`src/rtl/mem_arbiter_pkg.sv`:
```
// Shared types and defaults for the main-memory arbiter and its latency counter.
package mem_arb_pkg;

    typedef enum logic [1:0] {
        IDLE   = 2'b00,
        ACCESS = 2'b01,
        RESP   = 2'b10
    } arb_state_e;

    localparam logic REQ_I = 1'b0;
    localparam logic REQ_D = 1'b1;

    localparam int ADDR_W_DEF  = 10;
    localparam int DATA_W_DEF  = 32;
    localparam int MEM_LAT_DEF = 4;
    localparam int CNT_W       = 4;

    // Counter preload for a given latency; ACCESS lasts lat cycles.
    function automatic logic [CNT_W-1:0] lat_preload(input int lat);
        return CNT_W'(lat - 1);
    endfunction

endpackage

```
`src/rtl/mem_arbiter_if.sv`:
```
// Bus bundle between both cache controllers, the memory array and mem_arbiter.
interface mem_arbiter_if
    import mem_arb_pkg::*;
#(
    parameter int ADDR_W = ADDR_W_DEF,
    parameter int DATA_W = DATA_W_DEF
) ();

    logic              i_req;
    logic [ADDR_W-1:0] i_addr;
    logic              i_done;
    logic [DATA_W-1:0] i_rdata;

    logic              d_req;
    logic              d_we;
    logic [ADDR_W-1:0] d_addr;
    logic [DATA_W-1:0] d_wdata;
    logic              d_done;
    logic [DATA_W-1:0] d_rdata;

    logic              mem_en;
    logic              mem_we;
    logic [ADDR_W-1:0] mem_addr;
    logic [DATA_W-1:0] mem_wdata;
    logic [DATA_W-1:0] mem_rdata;

    logic              busy;

    modport slave (
        input  i_req, i_addr, d_req, d_we, d_addr, d_wdata, mem_rdata,
        output i_done, i_rdata, d_done, d_rdata,
        output mem_en, mem_we, mem_addr, mem_wdata, busy
    );

    modport master (
        output i_req, i_addr, d_req, d_we, d_addr, d_wdata, mem_rdata,
        input  i_done, i_rdata, d_done, d_rdata,
        input  mem_en, mem_we, mem_addr, mem_wdata, busy
    );

endinterface

```
`src/rtl/mem_lat_counter.sv`:
```
// Loadable down-counter with zero flag; holds at zero, load has priority over decrement.
module mem_lat_counter
    import mem_arb_pkg::*;
#(
    parameter int W = CNT_W
) (
    input  logic         clk,
    input  logic         reset,
    input  logic         load,
    input  logic [W-1:0] load_val,
    input  logic         dec,
    output logic [W-1:0] cnt,
    output logic         zero
);

    logic [W-1:0] cnt_q;
    logic [W-1:0] cnt_d;

    always_comb begin
        cnt_d = cnt_q;
        if (load) begin
            cnt_d = load_val;
        end else if (dec && (cnt_q != '0)) begin
            cnt_d = cnt_q - 1'b1;
        end
    end

    always_ff @(posedge clk or posedge reset) begin
        if (reset) begin
            cnt_q <= '0;
        end else begin
            cnt_q <= cnt_d;
        end
    end

    assign cnt  = cnt_q;
    assign zero = (cnt_q == '0);

endmodule

```
`src/rtl/mem_arbiter.sv`:
```
// Serializes I-cache and D-cache accesses to the single-ported main memory.
// MEM_ARB_ROUND_ROBIN_EN selects round-robin tie-breaking instead of fixed data priority.
module mem_arbiter
    import mem_arb_pkg::*;
#(
    parameter int ADDR_W  = ADDR_W_DEF,
    parameter int DATA_W  = DATA_W_DEF,
    parameter int MEM_LAT = MEM_LAT_DEF
) (
    input  logic         clk,
    input  logic         reset,
    mem_arbiter_if.slave bus
);

    arb_state_e        state_q, state_d;
    logic              id_q, id_d;
    logic              we_q, we_d;
    logic [ADDR_W-1:0] addr_q, addr_d;
    logic [DATA_W-1:0] wdata_q, wdata_d;
    logic [DATA_W-1:0] i_rdata_q, i_rdata_d;
    logic [DATA_W-1:0] d_rdata_q, d_rdata_d;
`ifdef MEM_ARB_ROUND_ROBIN_EN
    logic              last_q, last_d;
`endif

    logic             grant_id;
    logic             cnt_load;
    logic             cnt_dec;
    logic [CNT_W-1:0] lat_cnt;
    logic             lat_zero;

    mem_lat_counter #(.W(CNT_W)) u_lat_cnt (
        .clk      (clk),
        .reset    (reset),
        .load     (cnt_load),
        .load_val (lat_preload(MEM_LAT)),
        .dec      (cnt_dec),
        .cnt      (lat_cnt),
        .zero     (lat_zero)
    );

    always_comb begin
        grant_id = REQ_I;
        if (bus.d_req && bus.i_req) begin
`ifdef MEM_ARB_ROUND_ROBIN_EN
            grant_id = (last_q == REQ_I) ? REQ_D : REQ_I;
`else
            grant_id = REQ_D;
`endif
        end else if (bus.d_req) begin
            grant_id = REQ_D;
        end
    end

    always_comb begin
        state_d   = state_q;
        id_d      = id_q;
        we_d      = we_q;
        addr_d    = addr_q;
        wdata_d   = wdata_q;
        i_rdata_d = i_rdata_q;
        d_rdata_d = d_rdata_q;
`ifdef MEM_ARB_ROUND_ROBIN_EN
        last_d    = last_q;
`endif
        cnt_load  = 1'b0;
        cnt_dec   = 1'b0;

        case (state_q)
            IDLE: begin
                if (bus.i_req || bus.d_req) begin
                    state_d  = ACCESS;
                    id_d     = grant_id;
                    we_d     = (grant_id == REQ_D) && bus.d_we;
                    addr_d   = (grant_id == REQ_D) ? bus.d_addr : bus.i_addr;
                    wdata_d  = (grant_id == REQ_D) ? bus.d_wdata : '0;
                    cnt_load = 1'b1;
`ifdef MEM_ARB_ROUND_ROBIN_EN
                    last_d   = grant_id;
`endif
                end
            end
            ACCESS: begin
                cnt_dec = (lat_cnt != '0);
                if (lat_zero) begin
                    // mem_rdata is only valid in this last ACCESS cycle.
                    if (!we_q) begin
                        if (id_q == REQ_D) begin
                            d_rdata_d = bus.mem_rdata;
                        end else begin
                            i_rdata_d = bus.mem_rdata;
                        end
                    end
                    state_d = RESP;
                end
            end
            RESP: begin
                state_d = IDLE;
            end
            default: begin
                state_d = IDLE;
            end
        endcase
    end

    always_ff @(posedge clk or posedge reset) begin
        if (reset) begin
            state_q   <= IDLE;
            id_q      <= REQ_I;
            we_q      <= 1'b0;
            addr_q    <= '0;
            wdata_q   <= '0;
            i_rdata_q <= '0;
            d_rdata_q <= '0;
`ifdef MEM_ARB_ROUND_ROBIN_EN
            last_q    <= REQ_I;
`endif
        end else begin
            state_q   <= state_d;
            id_q      <= id_d;
            we_q      <= we_d;
            addr_q    <= addr_d;
            wdata_q   <= wdata_d;
            i_rdata_q <= i_rdata_d;
            d_rdata_q <= d_rdata_d;
`ifdef MEM_ARB_ROUND_ROBIN_EN
            last_q    <= last_d;
`endif
        end
    end

    // Strobes decode registered state only, so they drop with async reset.
    assign bus.mem_en    = (state_q == ACCESS);
    assign bus.mem_we    = (state_q == ACCESS) && we_q;
    assign bus.mem_addr  = addr_q;
    assign bus.mem_wdata = wdata_q;
    assign bus.i_done    = (state_q == RESP) && (id_q == REQ_I);
    assign bus.d_done    = (state_q == RESP) && (id_q == REQ_D);
    assign bus.i_rdata   = i_rdata_q;
    assign bus.d_rdata   = d_rdata_q;
    assign bus.busy      = (state_q != IDLE);

endmodule

```
`src/flat_wrapper.sv`:
```
// flat-port wrapper written by rule: the top's interface ports become plain ports
module mem_arbiter_flat import mem_arb_pkg::*;
#(
    parameter int ADDR_W  = ADDR_W_DEF,
    parameter int DATA_W  = DATA_W_DEF,
    parameter int MEM_LAT = MEM_LAT_DEF
)
  (clk, reset, bus_i_req, bus_i_addr, bus_d_req, bus_d_we, bus_d_addr, bus_d_wdata, bus_mem_rdata, bus_i_done, bus_i_rdata, bus_d_done, bus_d_rdata, bus_mem_en, bus_mem_we, bus_mem_addr, bus_mem_wdata, bus_busy);
  mem_arbiter_if #(.ADDR_W(ADDR_W), .DATA_W(DATA_W)) bus_i ();
  input  logic clk;
  input  logic reset;
  input wire logic [$bits(bus_i.i_req)-1:0] bus_i_req;
  input wire logic [$bits(bus_i.i_addr)-1:0] bus_i_addr;
  input wire logic [$bits(bus_i.d_req)-1:0] bus_d_req;
  input wire logic [$bits(bus_i.d_we)-1:0] bus_d_we;
  input wire logic [$bits(bus_i.d_addr)-1:0] bus_d_addr;
  input wire logic [$bits(bus_i.d_wdata)-1:0] bus_d_wdata;
  input wire logic [$bits(bus_i.mem_rdata)-1:0] bus_mem_rdata;
  output wire logic [$bits(bus_i.i_done)-1:0] bus_i_done;
  output wire logic [$bits(bus_i.i_rdata)-1:0] bus_i_rdata;
  output wire logic [$bits(bus_i.d_done)-1:0] bus_d_done;
  output wire logic [$bits(bus_i.d_rdata)-1:0] bus_d_rdata;
  output wire logic [$bits(bus_i.mem_en)-1:0] bus_mem_en;
  output wire logic [$bits(bus_i.mem_we)-1:0] bus_mem_we;
  output wire logic [$bits(bus_i.mem_addr)-1:0] bus_mem_addr;
  output wire logic [$bits(bus_i.mem_wdata)-1:0] bus_mem_wdata;
  output wire logic [$bits(bus_i.busy)-1:0] bus_busy;
  assign bus_i.i_req = bus_i_req;
  assign bus_i.i_addr = bus_i_addr;
  assign bus_i.d_req = bus_d_req;
  assign bus_i.d_we = bus_d_we;
  assign bus_i.d_addr = bus_d_addr;
  assign bus_i.d_wdata = bus_d_wdata;
  assign bus_i.mem_rdata = bus_mem_rdata;
  assign bus_i_done = bus_i.i_done;
  assign bus_i_rdata = bus_i.i_rdata;
  assign bus_d_done = bus_i.d_done;
  assign bus_d_rdata = bus_i.d_rdata;
  assign bus_mem_en = bus_i.mem_en;
  assign bus_mem_we = bus_i.mem_we;
  assign bus_mem_addr = bus_i.mem_addr;
  assign bus_mem_wdata = bus_i.mem_wdata;
  assign bus_busy = bus_i.busy;
  mem_arbiter #(.ADDR_W(ADDR_W), .DATA_W(DATA_W), .MEM_LAT(MEM_LAT)) u_core (.clk(clk), .reset(reset), .bus(bus_i));
endmodule
```
`config.mk`:
```
export PLATFORM = sky130hd
export DESIGN_NAME = mem_arbiter_flat
export DESIGN_NICKNAME = d
export VERILOG_FILES = /design/src/rtl/mem_arbiter_pkg.sv /design/src/rtl/mem_arbiter_if.sv /design/src/rtl/mem_lat_counter.sv /design/src/rtl/mem_arbiter.sv /design/src/flat_wrapper.sv
export SDC_FILE = /design/constraint.sdc
export NUM_CORES = 1
export LEC_CHECK = 0
export CORE_MARGIN = 2
export CORE_UTILIZATION = 45
export DETAILED_ROUTE_END_ITERATION = 6
export PLACE_DENSITY_LB_ADDON = 0.15
export SLEW_MARGIN = 20
export SYNTH_ARGS = -nofsm -noshare
export SYNTH_HDL_FRONTEND = slang
export SYNTH_SLANG_ARGS = --single-unit
```
`constraint.sdc`:
```
create_clock -name clk -period 4.89 [get_ports clk]
set_input_delay 0.489 -clock clk [delete_from_list [all_inputs] [get_ports clk]]
set_output_delay 0.489 -clock clk [all_outputs]
set_load 0.005 [all_outputs]
```
# Yosys cells after proc, flatten, opt, wreduce, memory -nomap -nowiden

Index checks and enable logic that the tools add are counted.

Equal/unequal tests: 4
$add $sub $neg: 1
Reductions and logical operators: 16
Mux-type cells: 12
Bitwise operators: 2

Operators by type and width:

| kind                | count |
|---|---|
| $mux 32             | 1 |
| $mux 10             | 1 |
| $mux 4              | 2 |
| $reduce_and 4->1    | 2 |
| $logic_and 1x1->1   | 6 |
| $mux 1              | 5 |
| $logic_not 4->1     | 1 |
| $mux 2              | 2 |
| $ne 2x1->1 const B  | 2 |
| $pmux 2 s2          | 1 |
| $reduce_and 2->1    | 2 |
| $reduce_bool 2->1   | 2 |
| $reduce_bool 4->1   | 1 |
| $sub 4x1->4 const B | 1 |
| $eq 2x1->1 const B  | 1 |
| $eq 2x2->1 const B  | 1 |
| $logic_not 2->1     | 1 |
| $not 1->1           | 2 |
| $logic_or 1x1->1    | 1 |

Output and inout bits: 111
Logic and storage cells: 43
Input port bits: 89
Bits in registers: 114

# Longest topological paths before layout

Gate-level depths: netlist of run 1.

Word-level depth: 5
Mapped depth: 7
Depth with buffers taken out: 5

# Hierarchy

A second synthesis of run 1 with hierarchy kept.

Cells, all modules: 291
Area total of the unflattened synthesis: 4488.1 sq um

By module, submodules not included:

| module          | cells each | area each (sq um) | instances |
|---|---|---|---|
| mem_arbiter     | 263        | 4226.6            | 1 |
| mem_lat_counter | 28         | 261.5             | 1 |

# Worst setup path before layout of run 1

Ideal clock, no wire load.

Path type: register to register
Start point: reg u_core.u_lat_cnt.cnt_q[0] (netlist: u_core.u_lat_cnt.cnt[0])
End point: reg u_core.i_rdata_q[0] (netlist: u_core.bus.i_rdata[0])
Arrival time: 2072 ps
Cell stages (with the launch flop): 8
Path buffers: 2
Required time: 4765 ps
Setup slack: 2693 ps
Cells stage by stage: dfrtp_1 > inv_1 > ha_1 > or3b_4 > or4_4 > buf_6 > buf_12 > mux2_4

Word-level cells in the longest chain between the ends: 2

RTL lines:

| item                              | RTL line              | text |
|---|---|---|
| from (decl)                       | mem_lat_counter.sv:16 | `logic [W-1:0] cnt_q;` |
| from (signal assigned)            | mem_lat_counter.sv:32 | `cnt_q <= cnt_d;` |
| $logic_not 4->1                   | mem_lat_counter.sv:37 | `assign zero = (cnt_q == '0);` |
| $reduce_and 4->1 (no source line) | -                     |  |
| to (signal assigned)              | mem_arbiter.sv:124    | `i_rdata_q <= i_rdata_d;` |
| to (decl)                         | mem_arbiter.sv:20     | `logic [DATA_W-1:0] i_rdata_q, i_rdata_d;` |

Every way passes these cells.
A chain may end at the register's enable or synchronous reset.

# Final worst setup path of run 1

Start point: reg u_core.state_q[1]
End point: out bus_mem_we

Word-level cells in the longest chain between the ends: 2

RTL lines:

| item                   | RTL line           | text |
|---|---|---|
| from (decl)            | mem_arbiter.sv:15  | `arb_state_e state_q, state_d;` |
| from (signal assigned) | mem_arbiter.sv:119 | `state_q <= state_d;` |
| $eq 2x1->1             | mem_arbiter.sv:134 | `assign bus.mem_we = (state_q == ACCESS) && we_q;` |
| $logic_and 1x1->1      | mem_arbiter.sv:134 |  |
| to (decl)              | flat_wrapper.sv:24 | `output wire logic [$bits(bus_i.mem_we)-1:0] bus_mem_we;` |

Every way passes these cells.

==> run metrics, run 1 <==
worst rel slew slack 0.513; count leader, synth dfrtp_1; Async SR Flop Fraction 1.00; fin. max-slew vios 0; global-route wire length before repair about 18000 um; Hold Path Class input pin to asynchronous set/reset pin; worst r2r src u_core.u_lat_cnt.cnt[1]; hpwl dp about 7800 um; end of the critical path bus_mem_we; maximum VDD drop between 0.0002 and 0.0003 V; initial core utilization 0.464; post-synth top area share 0.626; Worst-Margin Slew 0.728 ns; PortBufs approximately 200; post-synthesis cell area between 0.004 and 0.005 mm^2; Min Hold Slack ~0.50 ns; Max Freq 379 MHz; nature of the critical path endpoint output pin; Worst Skew around 0.0096 ns; Syn-to-layout area delta 59.4%; Avg Inst Size Synth 16.0 um^2; R2R Setup Slk around 2.4 ns; Vias approximately 3.2k; crit-path cells or2b_2 -> inv_1 -> and2_1 -> clkdlybuf4s50_1; Global Route Usage Sum 0.215; core area approximately 0.0098 mm^2; leading post-synthesis cells by instance count dfrtp_1, mux2_2, a22o_1, mux2_4, clkbuf_1; clk buf depth 2; largest net degree at the start of global routing 85; Tcrit/Tclk final 0.539; Fin Setup TNS 0 ns; most area-consuming cells after synthesis dfrtp_1, mux2_2, mux2_4; library cells used by synthesis 29; leakage roughly 3.2 nW; drc violations 0; Setup Viol. Count Final 0; combinational family with the most area after synthesis multiplexers; initial antenna violation count 0; final core occ 0.740; GPL Wtd Cong ~0.74; IO Count 200; routed vias/inst approximately 5.0; Die W around 100 um; ant diodes 0; CTS Root Cell clkbuf_8; largest area contributor in the netlist dfrtp_1; placed inst area approximately 0.0066 mm^2; max incr delay on CP ~0.50 ns; CTS tree done; die footprint 0.0110 mm^2; router iterations before antenna repair 4; Post-Synth XOR/XNOR Area 0; postcts setup bufs 0; R2R cell count 5; EDFF count, synth 0; Synth Area in Simple Gates 0.0269; CP Launch Point u_core.state_q[1]; clock sinks ~110; adder and majority cell fraction of the synthesized area 0.00549; FF-to-FF End u_core.bus.i_rdata[17]; max cap viols 0; layout cell share with drive strength beyond 1 0.247; Max stage delay cell, worst path clkdlybuf4s50_1; Mapped Cells between 200 and 300; min cycle time layout around 2.6 ns; post-synthesis sequential area ratio 0.626; remaining antenna violation count 0; # hold bufs at CTS 0; CP startpoint kind flip-flop; Hold Violations, Final 0; syn_nets ~380; post-synthesis register bit count around 110; number of DRC markers in iteration 0 99; post-synthesis mux area share 0.234; Ys Warns 0; number of CTS-inserted buffers 17; CTS HTree Levels 4; DRT Wirelength 11200 um; number of global-route vias before repair around 3.5k; compound-gate portion of the synthesized area 0.0771; post-CTS sizing 0; Finished Cell Area 0.00727 mm^2; Die Ht around 100 um; Req. time, crit path between 4 and 5 ns; total gr overflow 0; critical path arrival between 2 and 2.5 ns; clk_lat worst skew roughly 0.50 ns; RSZ-0062 raised after global routing false; Setup CP Type flip-flop to output pin; Reg clk slew, reported paths ~0.06 ns; Avg WL per Cell roughly 18 um; Top FF cell, synth dfrtp_1; crit-path max FO 7; Core Rows 36; status completed; PD cells approximately 660 mW/mm^2; Final nets between 500 and 600
worst min path at each step:
stage | end | slack (ns) | cells after the start | startpoint
final | u_core.bus.i_rdata[13] | 0.50 | 2 | reset
after CTS | u_core.bus.d_rdata[20] | 0.51 | 1 | u_core.bus.d_rdata[20]
after detailed placement | u_core.bus.i_rdata[19] | 0.49 | 1 | u_core.bus.i_rdata[19]
after global routing | u_core.bus.d_rdata[26] | 0.51 | 1 | u_core.bus.d_rdata[26]
after global placement | u_core.bus.d_rdata[21] | 0.49 | 1 | u_core.bus.d_rdata[21]
after floorplan | u_core.bus.mem_wdata[0] | 0.50 | 1 | u_core.bus.mem_wdata[0]
worst max-delay path, delay by kind of cell, from the launching register on:
family / cells / cell delay, ns
buffers and inverters: 2 / 0.67
AND/OR/NAND/NOR: 2 / 0.55
flip-flops: 1 / 0.43
logic make-up (layout without fill, tap and decap cells):
group / Yosys count / after routing
buffers and inverters: 22 / 239
multiplexers: 85 / 85
AO/OA/AOI/OAI: 43 / 43
AND/OR/NAND/NOR: 19 / 19
adder cells (fa/ha/maj): 2 / 2
flip-flops: 114 / 114
flip-flops by register name, summed over array words and instances, names as in the netlist:
| signal | flops |
|---|---|
| u_core.bus.mem_addr | 10 |
| u_core.bus.d_rdata | 32 |
| u_core.bus.mem_wdata | 32 |
| u_core.id_q | 1 |
| u_core.bus.i_rdata | 32 |
| u_core.we_q | 1 |
| u_core.state_q | 2 |
| u_core.u_lat_cnt.cnt | 4 |
cells in the final DEF, fill, tap and decap left out, drive strengths merged, types with 3 or more instances in the layout:
master	netlist	final
a22o	33	33
buf	5	3
bufinv	0	4
clkbuf	11	21
clkdlybuf4s50	0	199
clkinv	0	3
clkinvlp	0	3
dfrtp	114	114
inv	6	6
mux2	84	84
nor3	4	4
o21ai	6	6
cell type report:
type	instances	area, um^2
Tap cell	133	166
Fill cell	699	2550
Inverter	6	27.5
Clock buffer	21	449
Sequential cell	114	2850
Timing Repair Buffer	202	2030
Clock inverter	10	158
Multi-Input combinational cell	149	1580
metal layers:
metal,up-vias,track usage,share of wire
met4,0,0.0838,0.010
met3,14,0.0786,0.090
met2,144,0.347,0.48
met1,1583,0.263,0.42
li1,1449,-,-
met5,-,0,0
power by group:
| part | leakage (nW) | switching, mW | internal (mW) | total (mW) |
|---|---|---|---|---|
| combinational | 1.54 | 0.568 | 1.29 | 1.86 |
| clock | 0.290 | 0.407 | 0.848 | 1.26 |
| sequential | 1.37 | 0.273 | 1.40 | 1.67 |
| total | 3.20 | 1.25 | 3.54 | 4.79 |
through the flow:
stage          total power [mW]  cells  worst slack (ns)
3_3_place_gp               3.47    603              2.11
3_5_place_dp               3.54    603              2.06
6_report                   4.79    635              2.25
2_1_floorplan              2.41    285              1.39
4_1_cts                    4.82    634              2.24
5_1_grt                    5.05    635              2.19
(Power assumes the default switching activity.)
==> run 2, diff against run 1 <==
- CORE_UTILIZATION: 45 -> 38
- clock period: 4.89 -> 2.3 ns (I/O delays scaled with it)
==> run 2 against run 1 <==
  * Wire length is 0.73% lower
  * Highest routed layer unchanged
  * Largest cell class unchanged
  * Die area is 18% higher
  * Non-clock buffer count is 8 higher
  * Clock skew is 0.0016 ns lower
  * Worst setup slack worse by 2.2 ns
  * Sequential share of layout area is 0.76 points lower
  * Clock power is 110% higher
  * Combinational power is 110% higher
  * Clock-buffer cell count is 3 lower
  * Critical endpoint is now u_core.bus.i_rdata[26]
==> run metrics, run 2 (same netlist as run 1, synthesis figures left out) <==
critical path arrival 2.50 ns (+0.35 ns); largest net degree at the start of global routing 34 (-60%); post-CTS sizing 0 (unchanged); number of global-route vias before repair 3321 (-5.4%); Hold Violations, Final 0 (unchanged); postcts setup bufs 0 (unchanged); max cap viols 0 (unchanged); fin. max-slew vios 0 (unchanged); Core Rows 40 (+11%); PnR Total Power 10.2 mW (+110%); final core occ 0.625 (-0.115); most common cell after layout, fill and taps aside clkdlybuf4s50_1; routed vias/inst 4.88 (-2.9%); P_sw 2.68 mW (+110%); Fin Setup TNS 0 ns (unchanged); Layout Cells excl Fill 657 (+3.5%); Comb pwr share 0.392 (+0.003); CTS HTree Levels 4 (unchanged); initial core utilization 0.384 (-0.0799); drc violations 0 (unchanged); Reg clk slew, reported paths 0.05 ns (about the same); status completed; Setup CP Type flip-flop to flip-flop; maximum VDD drop 0.000558 V (+90%); Top delay family on crit path simple AND/OR/NAND/NOR gates; max incr delay on CP 0.49 ns (about the same); Vias 3204 (+0.44%); FF-to-FF End u_core.bus.i_rdata[26]; Die W 114 um (+8.5%); ant diodes 0 (unchanged); most frequent cells in the layout clkdlybuf4s50_1, dfrtp_1, mux2_2; GPL Wtd Cong 0.778 (+5.2%); Hold Path Class input pin to asynchronous set/reset pin; DRT Wirelength 11100 um (-0.73%); crit-path cells inv_1 -> ha_1 -> or3b_4 -> or4_4 -> clkbuf_16 -> mux2_4; RSZ-0062 raised after global routing false; global-route wire length before repair 18000 um (-1.4%); min cycle time layout 2.22 ns; R2R cell count 6 (+1); layout cell share with drive strength beyond 1 0.267 (+0.0197); Max stage delay cell, worst path or4_4; # hold bufs at CTS 0 (unchanged); crit-path max FO 12 (+5); Cell Int Power 7.49 mW (+110%); CTS Root Cell clkbuf_16; hpwl dp 7880 um (+1.3%); storage element area 0.00285 mm^2 (about the same); Final nets 589 (+1.4%); initial antenna violation count 0 (unchanged); router iterations before antenna repair 4 (unchanged); clock sinks 114 (unchanged); Max Freq ~450 MHz; Layout fillers 902 (+29%); Worst Skew 0.00798 ns (-0.00160 ns); worst rel slew slack 0.562 (+0.0488); Syn-to-layout area delta 62.6%; total gr overflow 0 (unchanged); CP startpoint kind flip-flop; number of CTS-inserted buffers 17 (unchanged); number of DRC markers in iteration 0 117 (+18%); Die Ht 114 um (+8.5%); clk buf depth 2 (unchanged); Worst-Margin Slew 0.656 ns (-0.0718 ns); dpl cells 625 (+3.6%); CTS tree done; Clock power frac 0.260 (-0.002); Flop pwr share 0.348 (about the same); leakage 3.26 nW (+1.7%); worst r2r src u_core.u_lat_cnt.cnt[1]; PD cells 1370 mW/mm^2 (+110%); Min Hold Slack 0.277 ns (-0.226 ns); Setup Viol. Count Final 0 (unchanged); Tcrit/Tclk final 0.966; core area 0.0119 mm^2 (+21%); clk_lat worst skew 0.40 ns (-0.10 ns); switching share of power 0.264 (+0.00303); WP buf/inv 2 (unchanged); Global Route Usage Sum 0.179 (-0.0353); Avg WL per Cell 16.9 um (-4.1%); remaining antenna violation count 0 (unchanged); IO Count 200 (unchanged); PortBufs 199 (unchanged); nature of the critical path endpoint flip-flop; Req. time, crit path 2.58 ns (-1.82 ns); die footprint 0.0129 mm^2 (+18%); R2R Setup Slk 0.08 ns (-2.36 ns); multi-input combinational cell area 0.00158 mm^2 (about the same)
run 2: cell types whose count changed in the layout (fill, tap and decap cells not counted), moves of 2 or more:
cell,delta
inv_2,+2
inv_1,-2
clkinvlp_4,+2
clkinv_4,+2
clkbuf_16,+2
clkbuf_1,-2
buf_12,+6
clkbuf_8,-2
run 2: worst max path at each step:
stage                                        from                endpoint  depth (start not counted)
after detailed placement  u_core.u_lat_cnt.cnt[0]  u_core.bus.i_rdata[26]                          6
after CTS                       u_core.state_q[1]              bus_mem_we                          4
after floorplan           u_core.u_lat_cnt.cnt[0]   u_core.bus.i_rdata[0]                          7
after global routing      u_core.u_lat_cnt.cnt[1]  u_core.bus.i_rdata[28]                          6
after global placement    u_core.u_lat_cnt.cnt[0]  u_core.bus.i_rdata[21]                          6
final                     u_core.u_lat_cnt.cnt[1]  u_core.bus.i_rdata[26]                          6
run 2: final cells by class:
cell class / count / share of cell area
Multi-Input combinational cell: 149 / 0.213
Sequential cell: 114 / 0.385
Clock inverter: 13 / 0.0218
Clock buffer: 18 / 0.0592
Timing Repair Buffer: 210 / 0.293
Tap cell: 147 / 0.0248
Inverter: 6 / 0.00354
run 2: metal layers:
| metal | vias to the layer above | share of wire | global-route usage |
|---|---|---|---|
| met5 | - | 0 | 0 |
| met4 | 0 | 0.010 | 0.0610 |
| met3 | 9 | 0.089 | 0.0712 |
| met2 | 139 | 0.46 | 0.274 |
| met1 | 1588 | 0.44 | 0.234 |
| li1 | 1468 | - | - |
run 2: stage by stage:
step           cell area, um^2  setup slack, ns
2_1_floorplan             4560            0.103
3_3_place_gp              6780            0.103
3_5_place_dp              6780           0.0502
4_1_cts                   7380          0.00716
5_1_grt                   7410          0.00579
6_report                  7410           0.0792
run 2: worst reg2reg max path: stages (launching register included):
cell and delay [ns]:
dfrtp_1 0.40, inv_1 0.10, ha_1 0.18, or3b_4 0.41, or4_4 0.49, clkbuf_16 0.22
mux2_4 0.30
run 2: power by group through the flow:
stage / clock network [mW] / registers, mW / logic (mW)
after global routing: 2.81 / 3.67 / 4.27
after global placement: 0 / 3.54 / 3.93
after detailed placement: 0 / 3.55 / 4.02
after floorplan: 0 / 3.56 / 1.55
final: 2.65 / 3.54 / 3.98
after CTS: 2.71 / 3.55 / 4.02
